File: src/rtl/mem_dump_tx_pkg.sv
// rtl/mem_dump_tx_pkg.sv - shared state encoding and sizing helpers for the result dumper
package mem_dump_tx_pkg;

    typedef enum logic [2:0] {IDLE, HDR, ACC, RD, RDW, SEND, WAIT, DONE} state_t;

    localparam logic [7:0] HEADER_DEFAULT = 8'hA5;

    function automatic int bpw(input int width);
        return (width + 7) / 8;
    endfunction

endpackage

File: src/rtl/mem_dump_tx_byte_serializer.sv
// rtl/mem_dump_tx_byte_serializer.sv - emits a loaded word LSB byte first over tx_start/tx_done, with watchdog
module mem_dump_tx_byte_serializer
    import mem_dump_tx_pkg::*;
#(
    parameter int WORD_WIDTH = 16,
    parameter int TIMEOUT    = 2**20
) (
    input  logic                              clk,
    input  logic                              rst,
    input  logic                              load,
    input  logic                              single,
    input  logic [bpw(WORD_WIDTH)*8-1:0]      word,
    input  logic                              tx_done,
    output logic                              tx_start,
    output logic [7:0]                        tx_data,
    output logic                              last_done,
    output logic                              expired
);

    localparam int BPW = bpw(WORD_WIDTH);
    localparam int SW  = BPW * 8;
    localparam int CW  = $clog2(BPW + 1);
    localparam int WW  = $clog2(TIMEOUT + 1);

    state_t        state;
    logic [SW-1:0] shift;
    logic [CW-1:0] left;
    logic [WW-1:0] wdog;

    // tx_done wins over an expiring watchdog in the same cycle
    assign last_done = (state == WAIT) && tx_done && (left == CW'(1));
    assign expired   = (state == WAIT) && !tx_done && (wdog == WW'(TIMEOUT));

    always_ff @(posedge clk or posedge rst) begin
        if (rst) begin
            state    <= IDLE;
            shift    <= '0;
            left     <= '0;
            wdog     <= '0;
            tx_start <= 1'b0;
            tx_data  <= '0;
        end else begin
            tx_start <= 1'b0;
            case (state)
                IDLE: if (load) begin
                    shift <= word;
                    left  <= single ? CW'(1) : CW'(BPW);
                    state <= SEND;
                end
                SEND: begin
                    tx_start <= 1'b1;
                    tx_data  <= shift[7:0];
                    wdog     <= '0;
                    state    <= WAIT;
                end
                WAIT: begin
                    if (tx_done) begin
                        if (left == CW'(1)) begin
                            state <= IDLE;
                        end else begin
                            shift <= shift >> 8;
                            left  <= left - 1'b1;
                            state <= SEND;
                        end
                    end else if (wdog == WW'(TIMEOUT)) begin
                        state <= IDLE;
                    end else begin
                        wdog <= wdog + 1'b1;
                    end
                end
                default: state <= IDLE;
            endcase
        end
    end

endmodule

File: src/rtl/mem_dump_tx.sv
// rtl/mem_dump_tx.sv - on halt, streams header, accumulator and a RAM window out through the UART
module mem_dump_tx
    import mem_dump_tx_pkg::*;
#(
    parameter int         WORD_WIDTH  = 16,
    parameter int         ADDR_LENGTH = 11,
    parameter int         DUMP_WORDS  = 8,
    parameter int         START_ADDR  = 0,
    parameter int         SEND_HEADER = 1,
    parameter logic [7:0] HEADER_BYTE = HEADER_DEFAULT,
    parameter int         TIMEOUT     = 2**20
) (
    input  logic                   i_clock,
    input  logic                   i_reset,
    input  logic                   i_start,
    input  logic [WORD_WIDTH-1:0]  i_acc,
    output logic [ADDR_LENGTH-1:0] o_mem_addr,
    output logic                   o_mem_rd,
    input  logic [WORD_WIDTH-1:0]  i_mem_data,
    output logic                   o_tx_start,
    output logic [7:0]             o_tx_data,
    input  logic                   i_tx_done,
    output logic                   o_busy,
    output logic                   o_done,
    output logic                   o_error
);

    localparam int SW = bpw(WORD_WIDTH) * 8;
    localparam int IW = (DUMP_WORDS < 1) ? 1 : $clog2(DUMP_WORDS + 1);

    state_t                state;
    logic                  start_q;
    logic [WORD_WIDTH-1:0] acc_q;
    logic [IW-1:0]         word_idx;
    logic                  hdr_phase;
    logic                  ser_load;
    logic                  ser_single;
    logic [SW-1:0]         ser_word;
    logic                  last_done;
    logic                  expired;

    always_comb begin
        ser_load   = (state == HDR) || (state == ACC) || (state == RDW);
        ser_single = (state == HDR);
        ser_word   = '0;
        case (state)
            HDR:     ser_word = SW'(HEADER_BYTE);
            ACC:     ser_word = SW'(acc_q);
            RDW:     ser_word = SW'(i_mem_data);
            default: ser_word = '0;
        endcase
    end

    mem_dump_tx_byte_serializer #(
        .WORD_WIDTH (WORD_WIDTH),
        .TIMEOUT    (TIMEOUT)
    ) u_ser (
        .clk       (i_clock),
        .rst       (i_reset),
        .load      (ser_load),
        .single    (ser_single),
        .word      (ser_word),
        .tx_done   (i_tx_done),
        .tx_start  (o_tx_start),
        .tx_data   (o_tx_data),
        .last_done (last_done),
        .expired   (expired)
    );

    always_ff @(posedge i_clock or posedge i_reset) begin
        if (i_reset) begin
            state      <= IDLE;
            start_q    <= 1'b0;
            acc_q      <= '0;
            word_idx   <= '0;
            hdr_phase  <= 1'b0;
            o_busy     <= 1'b0;
            o_done     <= 1'b0;
            o_error    <= 1'b0;
            o_mem_rd   <= 1'b0;
            o_mem_addr <= '0;
        end else begin
            start_q  <= i_start;
            o_done   <= 1'b0;
            o_mem_rd <= 1'b0;
            case (state)
                IDLE: if (i_start && !start_q) begin
                    acc_q    <= i_acc;
                    o_error  <= 1'b0;
                    word_idx <= '0;
                    o_busy   <= 1'b1;
                    state    <= (SEND_HEADER != 0) ? HDR : ACC;
                end
                HDR: begin
                    hdr_phase <= 1'b1;
                    state     <= SEND;
                end
                ACC: begin
                    hdr_phase <= 1'b0;
                    state     <= SEND;
                end
                RD:  state <= RDW;
                RDW: begin
                    word_idx <= word_idx + 1'b1;
                    state    <= SEND;
                end
                // SEND here means "serializer owns the UART"; it tells us how the item ended
                SEND: begin
                    if (expired) begin
                        o_error <= 1'b1;
                        o_busy  <= 1'b0;
                        state   <= IDLE;
                    end else if (last_done) begin
                        if (hdr_phase) begin
                            state <= ACC;
                        end else if (word_idx != IW'(DUMP_WORDS)) begin
                            o_mem_rd   <= 1'b1;
                            o_mem_addr <= ADDR_LENGTH'(START_ADDR) + ADDR_LENGTH'(word_idx);
                            state      <= RD;
                        end else begin
                            o_done <= 1'b1;
                            o_busy <= 1'b0;
                            state  <= DONE;
                        end
                    end
                end
                DONE:    state <= IDLE;
                default: state <= IDLE;
            endcase
        end
    end

endmodule
File: config.mk
export PLATFORM = sky130hd
export DESIGN_NAME = mem_dump_tx
export DESIGN_NICKNAME = d
export VERILOG_FILES = /design/src/rtl/mem_dump_tx_pkg.sv /design/src/rtl/mem_dump_tx_byte_serializer.sv /design/src/rtl/mem_dump_tx.sv
export SDC_FILE = /design/constraint.sdc
export NUM_CORES = 1
export LEC_CHECK = 0
export CAP_MARGIN = 30
export CORE_UTILIZATION = 50
export CTS_CLUSTER_DIAMETER = 50
export DETAILED_ROUTE_END_ITERATION = 6
export PLACE_DENSITY = 0.74
export SYNTH_ARGS = -nofsm -noshare
export SYNTH_HDL_FRONTEND = slang
export SYNTH_HIERARCHICAL = 1
export SYNTH_SLANG_ARGS = --single-unit
File: constraint.sdc
create_clock -name i_clock -period 2.7 [get_ports i_clock]
set_clock_uncertainty 0.1 [all_clocks]
set_input_delay 0.54 -clock i_clock [delete_from_list [all_inputs] [get_ports i_clock]]
set_output_delay 0.54 -clock i_clock [all_outputs]
set_load 0.005 [all_outputs]
* Word-level counts from Yosys, hierarchy flattened *
Cells that the tools add are included.

word-level totals
  register bits = 84
  word-level logic and storage cells = 115

operators by class
  add/subtract/negate cells = 3
  equality and inequality tests = 21
  multiplexer cells = 47
  bitwise logic cells = 2
  reductions and logical operators = 26

operators with widths
  operator                                                          count
  16-bit 2-to-1 mux                                                 3
  16-bit one-hot mux with 3 select lines                            1
  21-bit 2-to-1 mux                                                 2
  21-bit one-hot mux with 2 select lines                            1
  16-bit one-hot mux with 2 select lines                            1
  3-bit 2-to-1 mux                                                  9
  21-bit by 1-bit adder with 21-bit output (second input constant)  1
  21-bit == test (second input constant)                            1
  1-bit 2-to-1 mux                                                  18
  2-bit != test (second input constant)                             7
  3-bit == test (second input constant)                             4
  3-bit != test (second input constant)                             4
  3-bit one-hot mux with 4 select lines                             1
  5-bit AND reduction                                               2
  2-bit nonzero test                                                5
  3-bit one-hot mux with 3 select lines                             1
  2-bit 2-to-1 mux                                                  4
  4-bit one-hot mux with 2 select lines                             1
  2-bit AND reduction                                               4
  3-bit by 2-bit == test with 1-bit output (second input constant)  2
  3-bit zero test                                                   2
  1-bit one-hot mux with 2 select lines                             3
  3-bit AND reduction                                               2
  1-bit logical AND                                                 5
  other kinds (12)                                                  15

* Depth between registers and ports, before layout *
Gate-level depths: netlist of run 1.

  depth in word-level cells = 6
  gate-level depth with buffers = 11
  mapped depth without buffers = 9

* By module *
The synthesis of run 1 kept the hierarchy.

modules (own cells, without submodules)
  module                       instances  cells each  area an instance (µm²)
  mem_dump_tx_byte_serializer  1          285         2563.7
  mem_dump_tx                  1          157         1756.7

* Worst setup path after synthesis of run 1 *
No wires, ideal clock.

  path type = register to register
  start = register u_ser.wdog[9]
  end = register o_mem_addr[0]
  data arrival time = 2062 ps
  slack = 413 ps
  cell stages (with the launch flop) = 8
  path buffers = 1
  clock period less this slack = 2287 ps
  cell sequence = dfrtp_1 buf_4 nor4b_1 nand3_1 nor4_1 and4bb_4 nand3_2 mux2_2

on the way
  word-level cells in the longest chain between the ends = 4

RTL lines
  item                                  RTL line                           source
  start: declaration                    mem_dump_tx_byte_serializer.sv:28  logic [WW-1:0] wdog;
  start signal: assignment              mem_dump_tx_byte_serializer.sv:68  wdog <= wdog + 1'b1;
  21-bit == test                        mem_dump_tx_byte_serializer.sv:32  assign expired = (state == WAIT) && !tx_done && (wdog == WW'(TIMEOUT));
  1-bit logical AND                     mem_dump_tx_byte_serializer.sv:32
  named net expired                     mem_dump_tx.sv:40                  logic expired;
  1-bit NOT (no source line)            -
  5-bit AND reduction (no source line)  -
  end signal: assignment                mem_dump_tx.sv:118                 o_mem_addr <= ADDR_LENGTH'(START_ADDR) + ADDR_LENGTH'(word_idx);
  end: declaration                      mem_dump_tx.sv:17                  output logic [ADDR_LENGTH-1:0] o_mem_addr,

The timed path passes the listed nets, and every way through them passes these cells.
A chain may end at the register's enable or synchronous reset.

* Worst setup path after layout of run 1 *
  start = register u_ser.wdog[3]
  end = register o_mem_addr[0]

Same word-level chain as after synthesis.

==> results of run 1 <==
## kinds of logic (layout without fill, tap and decap cells)
family                     after synthesis  count (layout)  synth area share, %
AOI/OAI and AO/OA                      104             104                 16.5
xor gates and xnor gates                 1               1                0.203
adders and majority gates                5               5                 1.45
buffers and inverters                   48              96                 5.88
DFF                                     84              84                 48.7
muxes                                   20              20                 5.91
other                                    1               7               0.0868
and+or+nand+nor                        179             179                 21.3
## layout by cell type (no fill, tap or decap), drive strengths merged, types with 10 or more instances in the layout
cell / netlist / final
clkbuf: 11 / 10
mux2: 20 / 20
nand3: 24 / 24
o21ai: 20 / 20
a21oi: 10 / 10
nand2: 75 / 75
buf: 22 / 14
clkdlybuf4s50: 0 / 52
o31ai: 22 / 22
dfrtp: 84 / 84
a22oi: 16 / 16
inv: 15 / 15
nor2: 35 / 35
a31oi: 12 / 12
## routing by layer
layer | up-vias | track usage, %
li1 | 1662 | -
met1 | 1622 | 31.3
met2 | 89 | 34.1
met3 | 15 | 3.86
met4 | 0 | 8.59
met5 | - | 0
## report_power, final
group / switching (mW) / internal, mW
clock network: 0.438 / 0.420
registers: 0.232 / 1.59
logic: 0.651 / 0.627
## state kept, by name (all words and copies together) (netlist names)
| signal | flops |
|---|---|
| o_mem_addr | 4 |
| u_ser/wdog | 21 |
| word_idx | 4 |
| hdr_phase | 1 |
| o_done | 1 |
| o_mem_rd | 1 |
| o_error | 1 |
| o_busy | 1 |
| u_ser/tx_start | 1 |
| acc_q | 16 |
| u_ser/left | 2 |
| u_ser/shift | 16 |
| u_ser/tx_data | 8 |
| u_ser/state | 3 |
| state | 3 |
| start_q | 1 |
## final timing paths
path	endpoint	slack [ns]	depth (start not counted)
min reg2reg	u_ser/shift[13]	0.38	2
min in group asynchronous	u_ser/state[2]	0.48	3
min	u_ser/shift[13]	0.38	2
max in group asynchronous	acc_q[8]	1.68	3
max reg2reg	o_mem_addr[0]	0.25	6
max	o_mem_addr[0]	0.25	6
## cell type report
type                    instances  area, um^2  area share [%]
flip-flops and latches         84        2100            41.2
well taps                     105         131            2.58
multi-input cells             316        1990            39.0
clock buffers                  10         128            2.50
inverters                      15        56.3            1.10
repair buffers                 66         638            12.5
clock inverters                 5        53.8            1.06
## worst max-delay path, stage by stage (launching register included)
cell	delay, ns
dfrtp_1	0.47
nor4_1	0.34
nand3_1	0.23
nor4_1	0.42
and4bb_4	0.32
nand3_2	0.11
mux2_2	0.34
## per-stage QoR
stage	std cells	power [mW]	area, um^2
floorplan	448	2.75	4340
global placement	586	3.07	4910
detailed placement	586	3.13	4910
CTS	601	3.99	5100
global route	601	4.27	5100
finish	601	3.96	5100
## Yosys cell counts (3+ instances only)
cell / instances
a21o_1: 3
a21oi_1: 10
a22o_1: 4
a22oi_1: 16
a31oi_1: 12
and3_1: 4
buf_2: 8
buf_4: 9
buf_6: 4
clkbuf_1: 11
dfrtp_1: 84
ha_1: 5
inv_1: 14
mux2_2: 12
mux2_4: 8
nand2_1: 74
nand3_1: 22
nand3b_1: 3
nand4_1: 4
nor2_1: 35
nor2b_1: 7
nor3_1: 4
nor4_1: 4
o21ai_0: 17
o31ai_1: 22
==> run_results.csv, run 1 <==
group,metric,value,unit
synthesis,ys_ff_latch,84,
synthesis,syn_area,0.00432,mm^2
clocking,cts_resized,0,
synthesis,synth_edf_count,0,
synthesis,synth_top_cell_area_share,48.7,%
cells_and_area,diodes,0,
cells_and_area,fin_nets,533,
cells_and_area,area_delta_synth_final,18.0,%
cells_and_area,post-route-util,61.4,%
global_route,grtUsageTotal,22.2,%
route,drc,0,
timing,finalSetupViolCount,0,
synthesis,ys_seq_area_share,48.7,%
floorplanning,fp.dieArea,0.00902,mm^2
route,dr_wl_met3,414,um
timing,grt_setup_unrepaired,"no",
placement,pre_cts_slack,0.243,ns
synthesis,synth_ff_type,"dfrtp_1",
power_and_ir_drop,p_per_area,777,mW/mm^2
route,wl_per_cell,15.0,um
worst_setup_path,start_kind,"flop",
worst_setup_path,cp_max_fo,7,
global_route,antenna_found_initial,0,
clocking,cts_setup_buffers,0,
worst_setup_path,crit_type,"flop to flop",
synthesis,synthCells,442,
synthesis,async_reset_ff_share,100,%
worst_setup_path,endpoint_kind,"flop",
cells_and_area,fillers,704,
placement,gp_congestion,0.827,
worst_setup_path,r2r-start,"u_ser/wdog[3]",
floorplanning,rows,33,
cells_and_area,drive_above_1_share,12.9,%
clocking,cts_tree,"built",
timing,finalWorstSetupSlack,0.251,ns
power_and_ir_drop,ir_drop,0.377,mV
global_route,grt_overflow,0,
timing,setup_tns,0,ns
floorplanning,io_pins,60,
floorplanning,die_x,95.0,um
clocking,cts_sinks,84,
clocking,cts_root_buf,"clkbuf_8",
clocking,clk_latency,0.35,ns
synthesis,ys_warn_count,6,
power_and_ir_drop,p_leak,2.30,nW
route,via_per_inst,5.64,
timing,slew_viol_final,0,
timing,hold_viol,0,
worst_setup_path,worstPathArrival,2.59,ns
floorplanning,initial_utilization,52.1,%
global_route,grt_max_degree,52,
clocking,cts_buffer_depth,2,
flow_run,maxCapViolCount,0,
global_route,grt_pass1_wl,15500,um
clocking,cts_buffers,9,
placement,io_buffers,52,
global_route,first_global_vias,3218,
worst_setup_path,crit_start,"u_ser/wdog[3]",
route,top_layer_used,"met4",
clocking,path_clk_slew,0.08,ns
worst_setup_path,cp_data_required_time,2.84,ns
timing,hold_slack,0.377,ns
clocking,cts_hold_buf,0,
placement,dpl.hpwl,6410,um
floorplanning,core_area,0.00830,mm^2
synthesis,ys_top_cells_by_area,"dfrtp_1 49%, nand2_1 6.4%, o31ai_1 3.8%, mux2_2 3.1%, nor2_1 3.0%",
worst_hold_path,min_path_type,"flop to flop",
run_status,status,"finished, final reports clean",
timing,fin_crit,2.45,ns
synthesis,synth_cell_types,61,
worst_hold_path,worstHoldStart,"u_ser/shift[13]",
route,firstDrtPassIters,4,
route,dr_total_vias,3388,
floorplanning,fp.dieH,95.0,um
route,met1_length,4200,um
route,met2WireLength,4230,um
route,postRouteAntennaNets,0,
synthesis,syn_avg_cell_area,9.77,um^2
clocking,htreeDepth,3,
route,totalWireLength,9010,um
synthesis,synth_largest_area_cell,"dfrtp_1",
timing,min_period_over_period,90.7,%
route,drt_iter0_markers,188,
timing,max_freq,408,MHz
No activity file was read; power rests on OpenSTA's default activity.
==> run 2, diff against run 1 <==
--- a/config.mk
+++ b/config.mk
@@ -6,10 +6,10 @@
 export NUM_CORES = 1
 export LEC_CHECK = 0
 export CAP_MARGIN = 30
-export CORE_UTILIZATION = 50
+export CORE_UTILIZATION = 36
 export CTS_CLUSTER_DIAMETER = 50
 export DETAILED_ROUTE_END_ITERATION = 6
-export PLACE_DENSITY = 0.74
+export PLACE_DENSITY = 0.56
 export SYNTH_ARGS = -nofsm -noshare
 export SYNTH_HDL_FRONTEND = slang
 export SYNTH_HIERARCHICAL = 1
==> run 2 against run 1 <==
Compared with the run above: the flow now finishes with violations (DRC); design area rose by 3.2%; clock power rose by 36%; total power grew 8.2%; maximum frequency fell by 1.0%; wire length increased by 6.5%; largest power group unchanged; critical endpoint is now o_mem_addr[1]; largest cell class unchanged.
==> run_results.csv, run 2 (synthesis results as in run 1) <==
group,metric,value,unit
run_status,status,"complete, but fails checks",
run_status,violations,"DRC",
cells_and_area,most-common-layout-cells,"84 x dfrtp_1, 74 x nand2_1, 52 x clkdlybuf4s50_1, 35 x nor2_1",
placement,io_buffers,52,
clocking,clk_latency,0.33,ns
timing,max_freq,404,MHz
cells_and_area,drive_above_1_share,13.0,%
clocking,path_clk_slew,0.06,ns
floorplanning,rows,39,
worst_setup_path,cp_data_required_time,2.82,ns
timing,hold_viol,0,
route,via_per_inst,5.21,
timing,finalSetupViolCount,0,
floorplanning,io_pins,60,
power_and_ir_drop,power_frac_clock,27.2,%
placement,pre_cts_slack,0.228,ns
route,wl_per_cell,14.9,um
worst_setup_path,r2r-start,"u_ser/wdog[17]",
power_and_ir_drop,p_per_area,815,mW/mm^2
clocking,htreeDepth,3,
worst_setup_path,reg2reg_to,"o_mem_addr[1]",
power_and_ir_drop,pwr-share-comb,29.8,%
cells_and_area,fin_nets,535,
route,firstDrtPassIters,7,
timing,slew_viol_final,0,
floorplanning,fp.dieArea,0.0124,mm^2
timing,fin_crit,2.47,ns
worst_setup_path,path_cells,"nor4b_1 > nand3_1 > nor4_1 > and4bb_4 > nand3_2 > mux2_2",
floorplanning,core_area,0.0116,mm^2
placement,dp_cells,626,
cells_and_area,largest_reg_flops,21,
flow_run,maxCapViolCount,0,
power_and_ir_drop,switching_share,31.6,%
global_route,grt_pass1_wl,16300,um
clocking,cts_root_buf,"clkbuf_16",
power_and_ir_drop,p_leak,2.36,nW
cells_and_area,final_common_cell,"dfrtp_1",
power_and_ir_drop,ir_drop,0.372,mV
cells_and_area,area_delta_synth_final,21.7,%
route,postRouteAntennaNets,0,
worst_setup_path,cp_max_fo,6,
worst_setup_path,path_buf_inv,0,
timing,grt_setup_unrepaired,"no",
power_and_ir_drop,fin_total_pwr,4.29,mW
cells_and_area,reg.largest.list,"u_ser/wdog x21, acc_q x16, u_ser/shift x16",
worst_setup_path,worstPathArrival,2.59,ns
global_route,antenna_found_initial,0,
worst_setup_path,cp_num_cells,6,
worst_setup_path,endpoint_kind,"flop",
floorplanning,fp.dieH,112,um
timing,min_period_over_period,91.7,%
timing,finalWorstSetupSlack,0.225,ns
power_and_ir_drop,p_int,2.93,mW
worst_setup_path,start_kind,"flop",
worst_setup_path,reg2reg_depth,6,
floorplanning,die_x,112,um
worst_setup_path,crit_start,"u_ser/wdog[17]",
worst_setup_path,cpMaxStageDelayCell,"nor4_1",
worst_setup_path,crit_end,"o_mem_addr[1]",
clocking,cts_buffers,9,
clocking,cts_hold_buf,0,
worst_hold_path,min_path_type,"flop to flop",
worst_setup_path,ff2ff_setup_slack,0.23,ns
route,dr_total_vias,3343,
power_and_ir_drop,netSwitchingPower,1.35,mW
global_route,grt_overflow,0,
placement,gp_congestion,0.775,
clocking,cts_setup_buffers,0,
global_route,first_global_vias,3337,
clocking,cts_buffer_depth,2,
route,totalWireLength,9590,um
worst_setup_path,critPathTopFamily,"simple AND/OR/NAND/NOR gates",
global_route,grt_max_degree,52,
floorplanning,initial_utilization,37.4,%
route,drt_iter0_markers,187,
cells_and_area,top_register,"u_ser/wdog",
worst_setup_path,crit_type,"flop to flop",
clocking,cts_tree,"built",
route,drc,1,
power_and_ir_drop,pwr-share-seq,43.0,%
clocking,cts_resized,0,
clocking,cts_sinks,84,
placement,dpl.hpwl,6750,um
cells_and_area,diodes,0,
cells_and_area,final_cells,642,
worst_setup_path,max_stage_delay,0.44,ns
global_route,grtUsageTotal,16.2,%
timing,setup_tns,0,ns
run 2: cell types whose count changed in the layout (fill, tap and decap cells not counted), sizes merged:
| cell | change |
|---|---|
| clkbuf | +5 |
| clkinv | -3 |
| bufinv | -1 |
| buf | +2 |
run 2: power groups by stage:
stage	clock (mW)	sequential, mW	combinational (mW)
finish	1.17	1.84	1.28
global route	1.25	1.90	1.45
CTS	1.21	1.85	1.30
detailed placement	0	1.87	1.30
global placement	0	1.86	1.27
floorplan	0	1.78	0.974
run 2: worst min path at each step:
stage,from,to,slack (ns),cells past startpoint
after floorplan,u_ser/shift[10],u_ser/shift[10],0.34,2
after global placement,u_ser/shift[15],u_ser/shift[15],0.35,2
after detailed placement,u_ser/shift[15],u_ser/shift[15],0.36,2
after CTS,u_ser/shift[15],u_ser/shift[15],0.37,2
after global routing,u_ser/shift[15],u_ser/shift[15],0.39,2
final,u_ser/shift[15],u_ser/shift[15],0.36,2
run 2: layout make-up:
type                       instances  area (um^2)
multi-input combinational        316         1990
inverter                          15         56.3
tap                              143          179
fill                            1105         6300
sequential                        84         2100
timing repair buffer              68          653
clock inverter                     1         5.00
clock buffer                      15          278
run 2: worst min-delay path: stages, from the launching register on:
cell     delay [ns]
dfrtp_1        0.34
nand2_1        0.05
nand2_1        0.05
run 2: per-stage QoR:
step                util, %  cell area, um^2  hold WS [ns]
finish                 45.5             5260         0.363
global route           45.5             5260         0.387
CTS                    45.5             5260         0.369
detailed placement     43.0             4980         0.356
global placement       43.0             4980         0.349
floorplan                 -             4340         0.339
run 2: routing by layer:
metal	GRT usage (%)	vias up	wire length [um]
met3	2.40	10	357
li1	-	1663	-
met4	6.85	0	159
met5	0	-	0
met1	22.0	1590	4520
met2	26.1	80	4550
